===== config.mk =====
export PLATFORM = sky130hd
export DESIGN_NAME = fwd_hazard_unit
export DESIGN_NICKNAME = d
export VERILOG_FILES = /design/src/rtl/fwd_hazard_unit.sv
export SDC_FILE = /design/constraint.sdc
export NUM_CORES = 1
export LEC_CHECK = 0
export ABC_AREA = 1
export CAP_MARGIN = 20
export CORE_AREA = 2 2 159 161
export CTS_CLUSTER_SIZE = 16
export DETAILED_ROUTE_END_ITERATION = 8
export DIE_AREA = 0 0 161 163
export PLACE_DENSITY = 0.65
export SKIP_CTS_REPAIR_TIMING = 1
export SYNTH_ARGS = -nofsm -noshare
export SYNTH_HDL_FRONTEND = slang
export SYNTH_SLANG_ARGS = --single-unit

===== constraint.sdc =====
create_clock -name cpu_clk -period 4.9 [get_ports cpu_clk]
set_clock_uncertainty 0.15 [all_clocks]
set_input_delay 0.98 -clock cpu_clk [delete_from_list [all_inputs] [get_ports cpu_clk]]
set_output_delay 0.98 -clock cpu_clk [all_outputs]
set_load 0.02 [all_outputs]

===== src/rtl/fwd_hazard_unit.sv =====
// fwd_hazard_unit: operand forwarding (EX/MEM, MEM/WB, WB->ID bypass) plus a
// sequential hazard controller for load-use stalls and taken-branch flushes.
// Optional feature macro: WB_HOLD_EN adds a one-entry registered write-back
// buffer as the lowest-priority bypass source for both ID and EX operands.
// The stall/flush controls depend on the current state and the current-cycle
// hazard inputs. They are not registered, because a hazard must act in the
// cycle it is detected. fsm_state exposes the controller state for debug.
module fwd_hazard_unit #(
    parameter int XLEN       = 32,
    parameter int RAW        = 5,
    parameter int NSRC       = 2,
    parameter int LOAD_LAT   = 1,
    parameter int BR_PENALTY = 1
) (
    input  logic                 cpu_clk,
    input  logic                 cpu_rst,
    input  logic [NSRC*RAW-1:0]  id_rs,
    input  logic [NSRC-1:0]      id_rs_vld,
    input  logic [NSRC*XLEN-1:0] id_rf_rdata,
    output logic [NSRC*XLEN-1:0] id_src_data,
    input  logic [NSRC*RAW-1:0]  ex_rs,
    input  logic [NSRC*XLEN-1:0] ex_rdata,
    output logic [NSRC*XLEN-1:0] ex_src_data,
    input  logic [RAW-1:0]       ex_rd,
    input  logic                 ex_we,
    input  logic                 ex_is_load,
    input  logic [RAW-1:0]       mem_rd,
    input  logic                 mem_we,
    input  logic                 mem_is_load,
    input  logic [XLEN-1:0]      mem_alu_res,
    input  logic [RAW-1:0]       wb_rd,
    input  logic                 wb_we,
    input  logic [XLEN-1:0]      wb_wdata,
    input  logic                 br_taken,
    output logic                 pc_stall,
    output logic                 if_id_stall,
    output logic                 id_ex_flush,
    output logic                 if_id_flush,
    output logic [31:0]          stall_cnt,
    output logic [1:0]           fsm_state
);

    typedef enum logic [1:0] {
        ST_IDLE  = 2'd0,
        ST_STALL = 2'd1,
        ST_FLUSH = 2'd2
    } state_t;

    // Counter reload values: the cycles still to come after the triggering one.
    localparam logic [2:0] LD_CNT = 3'(LOAD_LAT - 1);
    localparam logic [2:0] BR_CNT = 3'(BR_PENALTY - 1);

    // Qualified producers; register 0 never forwards.
    logic mem_fwd_ok;
    logic wb_fwd_ok;
    assign mem_fwd_ok = mem_we && (mem_rd != '0) && !mem_is_load;
    assign wb_fwd_ok  = wb_we && (wb_rd != '0);

    // Lowest-priority bypass source: the write-back hold buffer.
    logic            hold_vld;
    logic [RAW-1:0]  hold_rd;
    logic [XLEN-1:0] hold_data;

`ifdef WB_HOLD_EN
    logic            hold_vld_q, hold_vld_d;
    logic [RAW-1:0]  hold_rd_q, hold_rd_d;
    logic [XLEN-1:0] hold_data_q, hold_data_d;

    // Capture every architecturally visible write-back, keep it until the next.
    always_comb begin
        hold_vld_d  = hold_vld_q;
        hold_rd_d   = hold_rd_q;
        hold_data_d = hold_data_q;
        if (wb_fwd_ok) begin
            hold_vld_d  = 1'b1;
            hold_rd_d   = wb_rd;
            hold_data_d = wb_wdata;
        end
    end

    // Hold buffer registers.
    always_ff @(posedge cpu_clk or posedge cpu_rst) begin
        if (cpu_rst) begin
            hold_vld_q  <= 1'b0;
            hold_rd_q   <= '0;
            hold_data_q <= '0;
        end else begin
            hold_vld_q  <= hold_vld_d;
            hold_rd_q   <= hold_rd_d;
            hold_data_q <= hold_data_d;
        end
    end

    assign hold_vld  = hold_vld_q;
    assign hold_rd   = hold_rd_q;
    assign hold_data = hold_data_q;
`else
    assign hold_vld  = 1'b0;
    assign hold_rd   = '0;
    assign hold_data = '0;
`endif

    // Per-channel forwarding muxes and load-use compare.
    logic [NSRC-1:0] luh_ch;

    for (genvar k = 0; k < NSRC; k++) begin : g_ch
        logic [RAW-1:0] ex_rs_k;
        logic [RAW-1:0] id_rs_k;
        logic           ex_hit_a, ex_hit_b, ex_hit_h;
        logic           id_hit_b, id_hit_h;

        assign ex_rs_k  = ex_rs[k*RAW +: RAW];
        assign id_rs_k  = id_rs[k*RAW +: RAW];

        assign ex_hit_a = mem_fwd_ok && (ex_rs_k == mem_rd);
        assign ex_hit_b = wb_fwd_ok && (ex_rs_k == wb_rd);
        assign ex_hit_h = hold_vld && (ex_rs_k == hold_rd);
        assign id_hit_b = wb_fwd_ok && (id_rs_k == wb_rd);
        assign id_hit_h = hold_vld && (id_rs_k == hold_rd);

        assign ex_src_data[k*XLEN +: XLEN] = ex_hit_a ? mem_alu_res :
                                             ex_hit_b ? wb_wdata :
                                             ex_hit_h ? hold_data :
                                                        ex_rdata[k*XLEN +: XLEN];

        assign id_src_data[k*XLEN +: XLEN] = id_hit_b ? wb_wdata :
                                             id_hit_h ? hold_data :
                                                        id_rf_rdata[k*XLEN +: XLEN];

        // id_rs_vld only masks the hazard check, never the bypass.
        assign luh_ch[k] = id_rs_vld[k] && (id_rs_k == ex_rd);
    end

    logic luh;
    assign luh = ex_is_load && ex_we && (ex_rd != '0) && (|luh_ch);

    state_t      state_q, state_d;
    logic [2:0]  cnt_q, cnt_d;
    logic [31:0] stall_cnt_q, stall_cnt_d;

    // Next-state, countdown and same-cycle stall/flush decode; branch beats load-use.
    always_comb begin
        state_d     = state_q;
        cnt_d       = cnt_q;
        pc_stall    = 1'b0;
        if_id_stall = 1'b0;
        id_ex_flush = 1'b0;
        if_id_flush = 1'b0;
        case (state_q)
            ST_IDLE: begin
                if (br_taken) begin
                    if_id_flush = 1'b1;
                    id_ex_flush = 1'b1;
                    if (BR_CNT != 3'd0) begin
                        state_d = ST_FLUSH;
                        cnt_d   = BR_CNT;
                    end
                end else if (luh) begin
                    pc_stall    = 1'b1;
                    if_id_stall = 1'b1;
                    id_ex_flush = 1'b1;
                    if (LD_CNT != 3'd0) begin
                        state_d = ST_STALL;
                        cnt_d   = LD_CNT;
                    end
                end
            end
            ST_STALL: begin
                if (br_taken) begin
                    // A taken branch aborts the stall and starts the flush.
                    if_id_flush = 1'b1;
                    id_ex_flush = 1'b1;
                    if (BR_CNT != 3'd0) begin
                        state_d = ST_FLUSH;
                        cnt_d   = BR_CNT;
                    end else begin
                        state_d = ST_IDLE;
                        cnt_d   = 3'd0;
                    end
                end else begin
                    pc_stall    = 1'b1;
                    if_id_stall = 1'b1;
                    id_ex_flush = 1'b1;
                    if (cnt_q <= 3'd1) begin
                        state_d = ST_IDLE;
                        cnt_d   = 3'd0;
                    end else begin
                        cnt_d   = cnt_q - 3'd1;
                    end
                end
            end
            ST_FLUSH: begin
                if_id_flush = 1'b1;
                id_ex_flush = 1'b1;
                if (br_taken) begin
                    // A new taken branch restarts the penalty window.
                    if (BR_CNT != 3'd0) begin
                        cnt_d   = BR_CNT;
                    end else begin
                        state_d = ST_IDLE;
                        cnt_d   = 3'd0;
                    end
                end else if (cnt_q <= 3'd1) begin
                    state_d = ST_IDLE;
                    cnt_d   = 3'd0;
                end else begin
                    cnt_d   = cnt_q - 3'd1;
                end
            end
            default: begin
                state_d = ST_IDLE;
                cnt_d   = 3'd0;
            end
        endcase
        // Controls are quiet for as long as reset is held.
        if (cpu_rst) begin
            pc_stall    = 1'b0;
            if_id_stall = 1'b0;
            id_ex_flush = 1'b0;
            if_id_flush = 1'b0;
        end
    end

    // Saturating count of cycles with the PC held.
    always_comb begin
        stall_cnt_d = stall_cnt_q;
        if (pc_stall && (stall_cnt_q != 32'hFFFF_FFFF)) begin
            stall_cnt_d = stall_cnt_q + 32'd1;
        end
    end

    // Controller state, countdown and stall counter registers.
    always_ff @(posedge cpu_clk or posedge cpu_rst) begin
        if (cpu_rst) begin
            state_q     <= ST_IDLE;
            cnt_q       <= 3'd0;
            stall_cnt_q <= 32'd0;
        end else begin
            state_q     <= state_d;
            cnt_q       <= cnt_d;
            stall_cnt_q <= stall_cnt_d;
        end
    end

    assign stall_cnt = stall_cnt_q;
    assign fsm_state = state_q;

endmodule


Yosys cells after proc, flatten, opt, wreduce, memory -nomap -nowiden
Cells that the tools add are included.
- magnitude comparators: 1
- eq/ne operators: 12
- reductions and logical operators: 24
- bitwise operators: 1
- add/subtract/negate cells: 2
- muxes and demuxes: 23
- operator list (operator ; count):
    32-bit 2-to-1 mux ; 6
    5-bit == test ; 8
    32-bit by 1-bit adder with 32-bit output (second input constant) ; 1
    32-bit != test (second input constant) ; 1
    1-bit logical AND ; 15
    5-bit nonzero test ; 3
    1-bit 2-to-1 mux ; 8
    3-bit 2-to-1 mux ; 2
    1-bit case mux with 2 select lines ; 3
    3-bit case mux with 2 select lines ; 1
    2-bit OR reduction ; 3
    2-bit 2-to-1 mux ; 2
    2-bit case mux with 2 select lines ; 1
    3-bit by 1-bit less-or-equal comparator with 1-bit output (second input constant) ; 1
    3-bit by 1-bit != test with 1-bit output (second input constant) ; 1
    3-bit by 1-bit subtractor with 3-bit output (second input constant) ; 1
    2-bit by 1-bit == test with 1-bit output (second input constant) ; 1
    2-bit == test (second input constant) ; 1
    2-bit logical NOT ; 1
    2-bit AND reduction ; 1
    1-bit logical NOT ; 1
    1-bit NOT ; 1
- output and inout port bits: 166
- word-level logic and storage cells: 66
- flip-flop bits (word level): 37

Logic depth before layout (Yosys ltp)
- depth after elaboration: 9
- mapped depth: 11
- depth with buffers taken out: 11

Worst setup path before layout
Ideal clock, no wire load.
- path kind: input-to-output
- start: in cpu_rst
- end: out pc_stall
- arrival: 2.538 ns
- stages on the path: 7
- path slack: 1.232 ns
- path buffers: 1
- data required time: 3.770 ns
- cells stage by stage: inv_1 and3_1 nand2_1 inv_1 nand3_1 inv_1 buf_4
- longest elaborated chain between the ends: 1
- ends and longest elaborated chain (item ; RTL line ; RTL):
    from (decl) ; 16 ; input logic cpu_rst,
    1-bit 2-to-1 mux ; - ;
    to (decl) ; 35 ; output logic pc_stall,
Every way passes these cells.

Worst setup path in the final report
- start: in wb_rd[1]
- end: out id_src_data[38]
- longest elaborated chain between the ends: 4
- ends and longest elaborated chain (item ; RTL line ; RTL):
    from (decl) ; 31 ; input logic [RAW-1:0] wb_rd,
    5-bit nonzero test ; 57 ; assign wb_fwd_ok = wb_we && (wb_rd != '0);
    1-bit logical AND ; 57 ;
    1-bit logical AND (*) ; 118 ; assign id_hit_b = wb_fwd_ok && (id_rs_k == wb_rd);
    32-bit 2-to-1 mux (*) ; 126 ; assign id_src_data[k*XLEN +: XLEN] = id_hit_b ? wb_wdata :
    to (decl) ; 20 ; output logic [NSRC*XLEN-1:0] id_src_data,
Mark *: on every way between the ends. The rest lies on a longest branch, timed or not.

==> impl_metrics.env <==
export IMPL_outcome="finished clean"
export IMPL_crit_path_max_incr_delay_ns=0.61
export IMPL_synthMuxAreaShare_pct=0
export IMPL_yosysWarningCount=0
export IMPL_crit_path_start_kind="input port"
export IMPL_path_buf_inv=4
export IMPL_synth_top_family_by_area="simple AND/OR/NAND/NOR gates"
export IMPL_tritoncts="done"
export IMPL_async_flop_share_pct=100
export IMPL_wirelength_um=31700
export IMPL_portBuffers=400
export IMPL_hold_viol_final=0
export IMPL_p_leak_nw=5.23
export IMPL_synth_area_leaders="nand2_1, nand3_1, dfrtp_1, inv_1, o21ai_0"
export IMPL_grtUsageMet2_pct=37.4
export IMPL_ys_flop_type="dfrtp_1"
export IMPL_clockRootBuffer="clkbuf_16"
export IMPL_synth_fa_ha_area_share_pct=0.225
export IMPL_stdcell_count=1757
export IMPL_final_core_util_pct=41.2
export IMPL_synth_cells=1047
export IMPL_path_clk_slew_ns=0.05
export IMPL_gp_congestion=0.989
export IMPL_yosysMostFrequentCell="nand2_1"
export IMPL_worstPathMaxFanout=13
export IMPL_grt_busiest_layer="met2"
export IMPL_fin_tns_setup_ns=0
export IMPL_fin_crit_ns=4.65
export IMPL_coreArea_sq_um=24700
export IMPL_die_y_um=163
export IMPL_via_count=8157
export IMPL_placed_cells=1744
export IMPL_timing_final_max_slew_violations=0
export IMPL_via_per_inst=4.64
export IMPL_fp_dieW_um=161
export IMPL_yosys_top_cells_count="nand2_1, inv_1, nand3_1"
export IMPL_cp_top_family="buffers and inverters"
export IMPL_drc=0
export IMPL_area_delta_synth_final_pct=82.8
export IMPL_layout_nets=1659
export IMPL_grt_util_met1_pct=30.5
export IMPL_grt_use_met3_pct=6.42
export IMPL_grt_pass1_vias=7797
export IMPL_synth_avg_cell_area_sq_um=5.32
export IMPL_largest_reg_flops=32
export IMPL_seq_area_frac_synth_pct=14.4
export IMPL_io_pin_count=403
export IMPL_cp_data_arrival_time_ns=3.52
export IMPL_comb_power_share_pct=59.8
export IMPL_ys_types=29
export IMPL_power_density_nw_per_um2=155
export IMPL_slew_limit_headroom_pct=39.7
export IMPL_grt_usage_pct=23.2
export IMPL_htreeDepth=2
export IMPL_timing_critical_path_cells="clkdlybuf4s50_1 > nor2_1 > nand2_1 > o21ai_4 > nor4_2 > nand2_2 > buf_4 > nand2_1 > o21ai_0 > buf_4 > clkdlybuf4s50_1"
export IMPL_p_switching_w=0.000632
export IMPL_ir_worst_vdd_mv=0.138
export IMPL_reg2reg_slack_ns=2.12
export IMPL_wl_per_cell_um=18.1
export IMPL_grt_max_degree=65
export IMPL_ant_nets=0
export IMPL_p_clk_share_pct=19.9
export IMPL_internal_power_w=0.000947
export IMPL_synth_top_area_share_pct=18.5
export IMPL_antenna_found_initial=8
export IMPL_synthSimpleGateAreaFrac_pct=43.6
export IMPL_yosysTopAreaCell="nand2_1"
export IMPL_fmax_mhz=215
export IMPL_overflow=0
export IMPL_synth_compound_area_share_pct=16.1
export IMPL_hold_class="reg2reg"
export IMPL_critPathKind="in2out"
export IMPL_end_kind="primary output"
export IMPL_cp_required_ns=3.77
export IMPL_fin_crit_sh_pct=95.0
export IMPL_clockBufferDepth=2
export IMPL_timing_hold_ws_ns=0.443
export IMPL_synth_xor_area_share_pct=5.82
export IMPL_drive_above_1_share_pct=4.92
export IMPL_clkLatencyLatePin_ns=0.27
export IMPL_cts_buffers=5
export IMPL_rsz0062_at_grt="no"
export IMPL_drt_first_pass_iters=5
export IMPL_synth_cell_area_sq_um=5570
export IMPL_drtIter0Drc=756
export IMPL_grt_pass1_wl_um=47000
export IMPL_synth_edf_count=0
export IMPL_dieArea_sq_um=26200
export IMPL_fp_row_count=58
export IMPL_p_sw_share_pct=40.0
export IMPL_dp_hpwl_um=26000
export IMPL_start_util_pct=22.6
export IMPL_maxCapViolCount=0
export IMPL_synth_seq_cells=32
export IMPL_power_frac_seq_pct=20.3
export IMPL_setup_viol_count_final=0
export IMPL_tightest_slew_ns=0.903
export IMPL_critical_path_slowest_cell="clkdlybuf4s50_1"
export IMPL_numClockSinks=32
## layout make-up
| type | count | area [sq um] |
|---|---|---|
| tap | 330 | 413 |
| sequential | 32 | 801 |
| timing repair buffer | 425 | 4340 |
| clock buffer | 8 | 146 |
| multi-input combinational | 749 | 3680 |
| inverter | 208 | 781 |
| fill | 2628 | 14500 |
| antenna | 5 | 12.5 |
## layer usage
layer | routed length, um | part of all wire, %
met4 | 904 | 2.9
met5 | 65 | 0.20
met1 | 13700 | 43
met3 | 2970 | 9.4
met2 | 14100 | 44
## power by group through the flow
stage / registers, W / clock network, W / logic (W)
final: 0.000321 / 0.000314 / 0.000944
after global routing: 0.000323 / 0.000327 / 0.00102
after CTS: 0.000320 / 0.000318 / 0.000945
after detailed placement: 0.000323 / 0 / 0.000940
after global placement: 0.000323 / 0 / 0.000936
after floorplan: 0.000337 / 0 / 0.000411
## path summary, 6_finish.rpt
check | end | startpoint | cells after the start
setup / recovery | id_src_data[38] | wb_rd[1] | 11
hold / removal | stall_cnt[1] | stall_cnt[1] | 2
setup reg to reg | stall_cnt[10] | stall_cnt[0] | 10
hold reg to reg | stall_cnt[1] | stall_cnt[1] | 2
max in group asynchronous | stall_cnt[26] | cpu_rst | 3
min in group asynchronous | stall_cnt[0] | cpu_rst | 3
## worst min-delay path, delay by kind of cell (launching register included)
kind	cells	cell delay, ns
AOI/OAI and AO/OA	1	0.11
and+or+nand+nor	1	0.06
DFF	1	0.39
## cells by family after synthesis
| group | count (synthesis) |
|---|---|
| buf+inv | 267 |
| flops | 32 |
| other cells | 1 |
| compound gates | 162 |
| fa+ha+maj | 1 |
| xor+xnor | 37 |
| simple gates | 547 |
## through the flow
step | total power (W) | setup slack, ns | instance area, sq um
after global routing | 0.00167 | 0.159 | 10200
after detailed placement | 0.00126 | 0.268 | 10000
after global placement | 0.00126 | 0.269 | 10000
after CTS | 0.00158 | 0.257 | 10200
final | 0.00158 | 0.246 | 10200
after floorplan | 0.000748 | 1.23 | 5570
## placed cells by master (no fill, tap or decap), types with 2 or more instances in the layout
cell,Yosys,final
buf_4,4,22
nand2_1,274,272
nand3_1,180,180
xor2_1,29,29
o21bai_1,30,30
inv_2,3,3
and3_1,3,3
nor2_4,2,4
xnor2_1,8,8
dfrtp_1,32,32
nand2_2,6,8
inv_1,205,205
buf_12,0,14
nor2_2,8,6
nor4_2,2,2
nand4_1,7,7
nor3_4,2,2
nor3_1,12,12
conb_1,1,2
clkbuf_16,0,5
clkbuf_1,22,2
nor2_1,48,48
o21ai_0,131,131
clkdlybuf4s50_1,0,389
diode_2,0,5
Power figures use the tool's default switching activity.
